`config.mk`:
```
export PLATFORM = sky130hd
export DESIGN_NAME = rr_arbiter
export DESIGN_NICKNAME = d
export VERILOG_FILES = /design/src/rtl/rr_arbiter_pkg.sv /design/src/rtl/rr_pick.sv /design/src/rtl/rr_arbiter.sv
export SDC_FILE = /design/constraint.sdc
export NUM_CORES = 1
export LEC_CHECK = 0
export BUFFER_PORTS_ARGS = -buffer_cell sky130_fd_sc_hd__buf_2
export CELL_PAD_IN_SITES_DETAIL_PLACEMENT = 0
export CELL_PAD_IN_SITES_GLOBAL_PLACEMENT = 2
export CORE_ASPECT_RATIO = 1.1
export CORE_MARGIN = 3
export CORE_UTILIZATION = 34
export DETAILED_ROUTE_END_ITERATION = 10
export PLACE_DENSITY = 0.89
export SLEW_MARGIN = 20
export SYNTH_ARGS = -nofsm -noshare
export SYNTH_HDL_FRONTEND = slang
export SYNTH_HIERARCHICAL = 1
export SYNTH_SLANG_ARGS = --single-unit
```
`constraint.sdc`:
```
create_clock -name clk -period 3.9 [get_ports clk]
set_input_delay 0.39 -clock clk [delete_from_list [all_inputs] [get_ports clk]]
set_output_delay 0.39 -clock clk [all_outputs]
set_load 0.05 [all_outputs]
```
`src/rtl/rr_arbiter_pkg.sv`:
```
// Shared definitions for the round-robin arbiter: FSM state encoding and
// width helpers used by both the top level and the pick sub-module.
package rr_arbiter_pkg;

    // Arbiter FSM: IDLE when nobody holds the resource, BUSY while a grant is live.
    typedef enum logic {
        ST_IDLE = 1'b0,
        ST_BUSY = 1'b1
    } state_t;

    // Index width for a requester count; never narrower than one bit.
    function automatic int idx_width(input int count);
        return (count <= 2) ? 1 : $clog2(count);
    endfunction

    // Hold counter width able to reach max_hold; a disabled limit still keeps one bit.
    function automatic int cnt_width(input int hold_limit);
        return (hold_limit <= 0) ? 1 : $clog2(hold_limit + 1);
    endfunction

endpackage

```
`src/rtl/rr_pick.sv`:
```
// Rotating priority encoder: lowest requester at or above ptr wins, otherwise
// the search wraps around to the lowest requester overall.
module rr_pick
    import rr_arbiter_pkg::*;
#(
    parameter int n = 4,
    localparam int IW = idx_width(n)
) (
    input  logic [n-1:0]  req,
    input  logic [IW-1:0] ptr,
    output logic [IW-1:0] winner,
    output logic          valid
);

    logic [n-1:0]  masked;
    logic [IW-1:0] win_masked;
    logic [IW-1:0] win_raw;

    // Clear every request below the pointer so the search starts at ptr.
    always_comb begin
        masked = '0;
        for (int k = 0; k < n; k++) begin
            masked[k] = req[k] && (k >= int'(ptr));
        end
    end

    // Two lowest-index encoders: one over the masked vector, one over the raw vector.
    always_comb begin
        win_masked = '0;
        win_raw    = '0;
        for (int k = n - 1; k >= 0; k--) begin
            if (masked[k]) begin
                win_masked = IW'(k);
            end
            if (req[k]) begin
                win_raw = IW'(k);
            end
        end
    end

    assign winner = (|masked) ? win_masked : win_raw;
    assign valid  = |req;

endmodule

```
`src/rtl/rr_arbiter.sv`:
```
// Round-robin arbiter: grants one requester at a time and holds the grant until
// the holder signals done, drops its request, or hits the hold limit. On release
// the next winner is chosen on the same edge with the releaser at lowest priority.
module rr_arbiter
    import rr_arbiter_pkg::*;
#(
    parameter int n        = 4,
    parameter int max_hold = 16,
    localparam int IW = idx_width(n)
) (
    input  logic          clk,
    input  logic          rst,
    input  logic [n-1:0]  req,
    input  logic          done,
    output logic [n-1:0]  gnt,
    output logic [IW-1:0] gnt_id,
    output logic          gnt_v
);

    localparam int CW = cnt_width(max_hold);
    localparam logic [CW-1:0] HOLD_MAX = CW'(max_hold);
    localparam logic [IW-1:0] LAST_ID  = IW'(n - 1);

    state_t        state_q, state_d;
    logic [IW-1:0] ptr_q, ptr_d;
    logic [CW-1:0] cnt_q, cnt_d;
    logic [n-1:0]  gnt_d;
    logic [IW-1:0] gnt_id_d;
    logic          gnt_v_d;

    logic          holder_req;
    logic          hold_hit;
    logic          release_now;
    logic [IW-1:0] next_ptr;
    logic [IW-1:0] pick_ptr;
    logic [IW-1:0] winner;
    logic          pick_valid;
    logic [n-1:0]  win_onehot;

    // Release detection for the current holder and the pointer it leaves behind.
    always_comb begin
        holder_req  = req[gnt_id];
        hold_hit    = (max_hold != 0) && (cnt_q == HOLD_MAX);
        release_now = (state_q == ST_BUSY) && (done || !holder_req || hold_hit);
        next_ptr    = (gnt_id == LAST_ID) ? '0 : gnt_id + 1'b1;
        pick_ptr    = release_now ? next_ptr : ptr_q;
        win_onehot  = n'(1) << winner;
    end

    rr_pick #(
        .n (n)
    ) u_pick (
        .req    (req),
        .ptr    (pick_ptr),
        .winner (winner),
        .valid  (pick_valid)
    );

    // Next-state and next-output logic: grant from IDLE, hold or re-arbitrate in BUSY.
    always_comb begin
        state_d  = state_q;
        ptr_d    = ptr_q;
        cnt_d    = cnt_q;
        gnt_d    = gnt;
        gnt_id_d = gnt_id;
        gnt_v_d  = gnt_v;
        case (state_q)
            ST_IDLE: begin
                if (pick_valid) begin
                    state_d  = ST_BUSY;
                    gnt_d    = win_onehot;
                    gnt_id_d = winner;
                    gnt_v_d  = 1'b1;
                    cnt_d    = CW'(1);
                end
            end
            ST_BUSY: begin
                if (release_now) begin
                    ptr_d = next_ptr;
                    if (pick_valid) begin
                        gnt_d    = win_onehot;
                        gnt_id_d = winner;
                        gnt_v_d  = 1'b1;
                        cnt_d    = CW'(1);
                    end else begin
                        state_d  = ST_IDLE;
                        gnt_d    = '0;
                        gnt_id_d = '0;
                        gnt_v_d  = 1'b0;
                        cnt_d    = '0;
                    end
                end else if ((max_hold != 0) && (cnt_q != HOLD_MAX)) begin
                    cnt_d = cnt_q + 1'b1;
                end
            end
            default: begin
                state_d = ST_IDLE;
            end
        endcase
    end

    // State, pointer, counter and registered outputs; reset wins over everything.
    always_ff @(posedge clk) begin
        if (rst) begin
            state_q <= ST_IDLE;
            ptr_q   <= '0;
            cnt_q   <= '0;
            gnt     <= '0;
            gnt_id  <= '0;
            gnt_v   <= 1'b0;
        end else begin
            state_q <= state_d;
            ptr_q   <= ptr_d;
            cnt_q   <= cnt_d;
            gnt     <= gnt_d;
            gnt_id  <= gnt_id_d;
            gnt_v   <= gnt_v_d;
        end
    end

endmodule
```
== Word level (Yosys, flattened, before mapping) ==
Cells that the tools add are included.
Cells by class
  divide/modulo/power cells: 0
  bitwise logic cells: 1
  equality and inequality tests: 6
  reductions and logical operators: 11
  multipliers: 0
  shifts and indexed selects: 1
  add/sub/neg operators: 2
  muxes and demuxes: 31
  order comparisons: 4
Operators by type and width (count)
  $mux W2: 13
  $mux W5: 3
  $mux W4: 3
  $pmux W5 S2: 1
  $pmux W4 S2: 1
  $reduce_or A4 Y1: 2
  $mux W1: 6
  $add A5 B1 Y5 const B: 1
  $eq A5 B5 Y1 const B: 1
  $ne A5 B5 Y1 const B: 1
  $ge A1 B2 Y1 const A: 2
  $logic_and A1 B1 Y1: 4
  $pmux W1 S2: 2
  $pmux W2 S2: 1
  $reduce_and A2 Y1: 2
  $shl A1 B2 Y4 const A: 1
  $lt A2 B3 Y1 const B: 1
  $ne A3 B1 Y1 const B: 1
  $add A2 B1 Y2 const B: 1
  $bmux W1 S2: 1
  $eq A2 B2 Y1 const B: 1
  $ge A2 B2 Y1 const A: 1
  $logic_or A1 B1 Y1: 2
  $ne A2 B1 Y1 const B: 1
  3 further kinds: 3
Word-level totals
  output and inout port bits: 7
  bits in latches: 0
  word-level logic and storage cells: 62
  bits in read-only memories: 0
  memories kept: 0
  input port bits: 7
  register bits after elaboration: 15
  RAM bits: 0

== Longest topological paths before layout ==
  word-level depth: 17
  gate-level depth with buffers: 11
  depth with buffers taken out: 11

== By module ==
The synthesis kept the hierarchy.
Modules (own cells, without submodules)
  rr_arbiter: times used 1, cells an instance 77, area an instance 737.0 µm²
  rr_pick: times used 1, cells an instance 13, area an instance 77.6 µm²

== Least setup slack after synthesis ==
OpenSTA, ideal clock, no wires.
  path type: reg2reg
  from: register gnt_id[0]
  to: register gnt[1]
  stages on the path, launching flop included: 9
  slack: 1.152 ns
  clock period less this slack: 2.748 ns
  data arrival time: 2.688 ns
  required time: 3.840 ns
  path buffers: 0
  cells stage by stage: dfxtp_1 mux4_2 a31oi_4 mux2_4 mux2i_1 a211oi_2 nand2_1 nor3_2 a22o_1
On the way
  longest elaborated chain between the ends: 17
  elaborated cells between the ends (all ways): 28
Ends and longest elaborated chain
  from (decl): RTL line rr_arbiter.sv:16  | output logic [IW-1:0] gnt_id,
  from (signal assigned): RTL line rr_arbiter.sv:116  | gnt_id <= gnt_id_d;
  $bmux W1 S2: RTL line rr_arbiter.sv:42  | holder_req = req[gnt_id];
  $mux W1 (not written as such): RTL line rr_arbiter.sv:42
  $logic_not A1 Y1: RTL line rr_arbiter.sv:44  | release_now = (state_q == ST_BUSY) && (done || !holder_req || hold_hit);
  $logic_or A1 B1 Y1 (2 in series): RTL line rr_arbiter.sv:44
  $logic_and A1 B1 Y1: RTL line rr_arbiter.sv:44
  $mux W2 (*)
  via pick_ptr[1]: RTL line rr_arbiter.sv:35  | logic [IW-1:0] pick_ptr;
  $ge A2 B2 Y1: RTL line rr_pick.sv:23  | masked[k] = req[k] && (k >= int'(ptr));
  $logic_and A1 B1 Y1: RTL line rr_pick.sv:23
  $mux W2 (3 in series): RTL line rr_pick.sv:32  | if (masked[k]) begin
  $mux W2 (*): RTL line rr_pick.sv:41  | assign winner = (|masked) ? win_masked : win_raw;
  via winner[0]: RTL line rr_arbiter.sv:36  | logic [IW-1:0] winner;
  $shl A1 B2 Y4 (*): RTL line rr_arbiter.sv:47  | win_onehot = n'(1) << winner;
  $mux W4: RTL line rr_arbiter.sv:80  | if (pick_valid) begin
  $mux W4: RTL line rr_arbiter.sv:78  | if (release_now) begin
  $pmux W4 S2 (*): RTL line rr_arbiter.sv:67  | case (state_q)
  to (signal assigned): RTL line rr_arbiter.sv:115  | gnt <= gnt_d;
  to (decl): RTL line rr_arbiter.sv:15  | output logic [n-1:0] gnt,
Mark *: on every way through the listed nets, which the timed path passes. The rest lies on a longest branch. The select of a mux whose other input is x is not followed.
A chain may end at the register's enable or synchronous reset.

== Worst setup path in the final report ==
Ends and elaborated chain as after synthesis.

==> metrics.txt <==
Critical path origin=gnt_id[0]$_SDFFE_PP0P_; DP HPWL=1.31 mm; Detail Route Antenna Nets=0; Slowest-stage cell, CP=mux4_2; R2R cell count=8; Max Cap Viol=0; root buf cell=clkbuf_4; internal power=247 µW; outcome=finished, final reports clean; Post-synth ARST share=0%; Worst-Margin Slew=0.555 ns; achievable frequency=roughly 380 MHz; clk sinks=15; Stages on worst setup path=8; first-pass GRT wire length=3.14 mm; power density over cell area=approximately 410 nW/µm²; adder-cell share of the synthesized area=under 10%; final setup TNS=0 ns; Vias per Instance=around 5.3; startpoint types=register; largest net degree at the start of global routing=15; post-synthesis xor/xnor area fraction=0%; Placed Area=900 µm²; max-slew violations=0; Post-CTS Resized=0; final setup skew=roughly 0.0057 ns; post-synthesis cell count=90; n_diodes=0; # hold bufs at CTS=0; final WL=1.79 mm; die footprint=3020 µm²; critical path class=reg -> reg; max incr delay on CP=0.61 ns; Num CTS Buffers=3; Initial Util=a little under two fifths; Worst slew margin=between 60% and 70%; post-DR wirelength/cell=13.4 µm; clock share of power=between 20% and 30%; sw power=approximately 130 µW; fill cell count=about 230; Seq/Total Area, Yosys=roughly 37%; Net count, final=116; # DRC=0; CP Capture Type=register; #FFs+latches synth=15; post-synthesis net count=100; commonest non-fill, non-tap cell in the layout=dfxtp_1; number of global-route vias before repair=between 600 and 700; # setup viols final=0; Avg Cell Area, Syn=just over 9 µm²; Main synth FF type=dfxtp_1; Worst VDD drop=0.000181 V; register share of total power=a little under half; routed via count=around 710; Die Span X=around 53 µm; mux cell area share after synthesis=just under 8%; initial antenna violation count=0; synthesized cell area=slightly above 800 µm²; Period minus WS final=approximately 2.6 ns; io pins=14; RSZ-0062 raised after global routing=no; Leak=0.380 nW; total track usage=between 10 and 15%; total gr overflow=0; most frequent cells in the layout=dfxtp_1 (15), buf_2 (13), nor2_1 (10); GPL Wtd Cong=0.754; reg-to-reg endpoint=gnt[1]$_SDFFE_PP0P_; Area growth syn-to-layout=13.7%; Worst Path Required=4.13 ns; postcts setup bufs=0; Sw Share=approximately a third; simple-gate share of the synthesized area=~28%; Core ar.=2130 µm²; kind of cell adding the most delay to the critical path=multiplexers; Synth cell types=30; origin of the critical flop-to-flop path=gnt_id[0]$_SDFFE_PP0P_; CP max FO=6; number of synthesized flops with an enable pin=0; CP Cell Sequence=mux4_2 > a31oi_4 > mux2_4 > mux2i_1 > a211oi_2 > nand2_1 > nor3_2 > a22o_1; reg-to-reg slack, setup=1.28 ns; Worst Path Arrival=2.85 ns; Chip Height=between 50 and 60 µm; combinational family with the most area after synthesis=simple AND/OR/NAND/NOR gates; fin crit share=67.3%; Port Buffers=13; Buf/Inv on CP=0; DRT iter0 DRCs=10; H-tree lvl count=1; CTS tree=done; clk_lat worst skew=a little under 0.3 ns; Worst Hold Class=in -> reg; YS warnings=6; layout cell share with drive strength beyond 1=a little under a quarter; CP Capture Point=gnt[1]$_SDFFE_PP0P_; Fin. Hold Viols=0; clk slew on worst S/H paths=0.09 ns; post-synthesis compound-gate area fraction=a little under a fifth; maximum buffer depth of the clock tree=2; number of cell rows=17; TritonRoute pass-1 iters=2; combinational power share=a little under a third; finished layout cell area=around 900 µm²; min-delay src=rst
-- cells in the mapped netlist (all sizes together) (2+ instances only) --
library cell / count / area, µm²
o21ai: 4 / 20.0
a22o: 2 / 17.5
nand3: 6 / 30.0
nor2: 10 / 37.5
nand2b: 3 / 18.8
nand3b: 2 / 15.0
a31oi: 4 / 40.0
or3: 2 / 12.5
dfxtp: 15 / 300
nand2: 8 / 30.0
mux2: 2 / 30.0
a211oi: 2 / 20.0
a21oi: 7 / 35.0
and2b: 2 / 15.0
ha: 3 / 37.5
inv: 6 / 22.5
-- worst min path at each step --
stage                            endpoint  slack, ns  cells past startpoint
floorplan           cnt_q[4]$_SDFFE_PP0P_       0.48                      2
global placement      gnt[1]$_SDFFE_PP0P_       0.46                      1
detailed placement    gnt[1]$_SDFFE_PP0P_       0.46                      1
CTS                    state_q$_SDFF_PP0_       0.43                      2
global route           state_q$_SDFF_PP0_       0.43                      2
finish                 state_q$_SDFF_PP0_       0.44                      2
-- kinds of logic after synthesis --
group,count (synthesis)
flops,15
compound gates,21
simple gates,39
fa+ha+maj,3
mux,4
buf+inv,8
-- area by class of cell --
cell class	count	area, µm²	area share, %
clock buffer	4	26.3	2.84
multi-input combinational	67	477	51.5
tap	28	35.0	3.78
sequential	15	300	32.4
inverter	6	22.5	2.43
timing repair buffer	13	65.1	7.03
-- worst reg2reg max path: stages (launching register included) --
cell and delay [ns]:
dfxtp_1 0.43, mux4_2 0.61, a31oi_4 0.25, mux2_4 0.36
mux2i_1 0.14, a211oi_2 0.31, nand2_1 0.11, nor3_2 0.18
a22o_1 0.17
-- power by group through the flow --
| stage | Combinational [mW] | Sequential [mW] | Clock (mW) |
|---|---|---|---|
| 2_1_floorplan | 0.0635 | 0.206 | 0 |
| 3_3_place_gp | 0.115 | 0.179 | 0 |
| 3_5_place_dp | 0.116 | 0.179 | 0 |
| 6_report | 0.115 | 0.175 | 0.0901 |
| 4_1_cts | 0.117 | 0.176 | 0.0964 |
| 5_1_grt | 0.126 | 0.177 | 0.103 |
-- layer usage --
layer	global-route usage [%]	part of all wire [%]
met1	18.1	46
met2	20.9	48
met3	3.92	4.6
met4	6.57	1.3
met5	0	0
-- flip-flops by register name (all words and copies together), names as in the netlist --
signal and count:
state_q 1, gnt 4, gnt_id 2, cnt_q 5, gnt_v 1, ptr_q 2
-- per-stage QoR --
step	setup WS, ns	power (mW)	hold slack (ns)	utilization (%)	instances
floorplan	1.15	0.270	0.479	-	90
global placement	1.25	0.294	0.457	42.3	129
detailed placement	1.25	0.295	0.461	42.3	129
CTS	1.27	0.389	0.434	43.5	133
global route	1.10	0.407	0.433	43.5	133
finish	1.28	0.381	0.441	43.5	133
(Power assumes the default switching activity.)
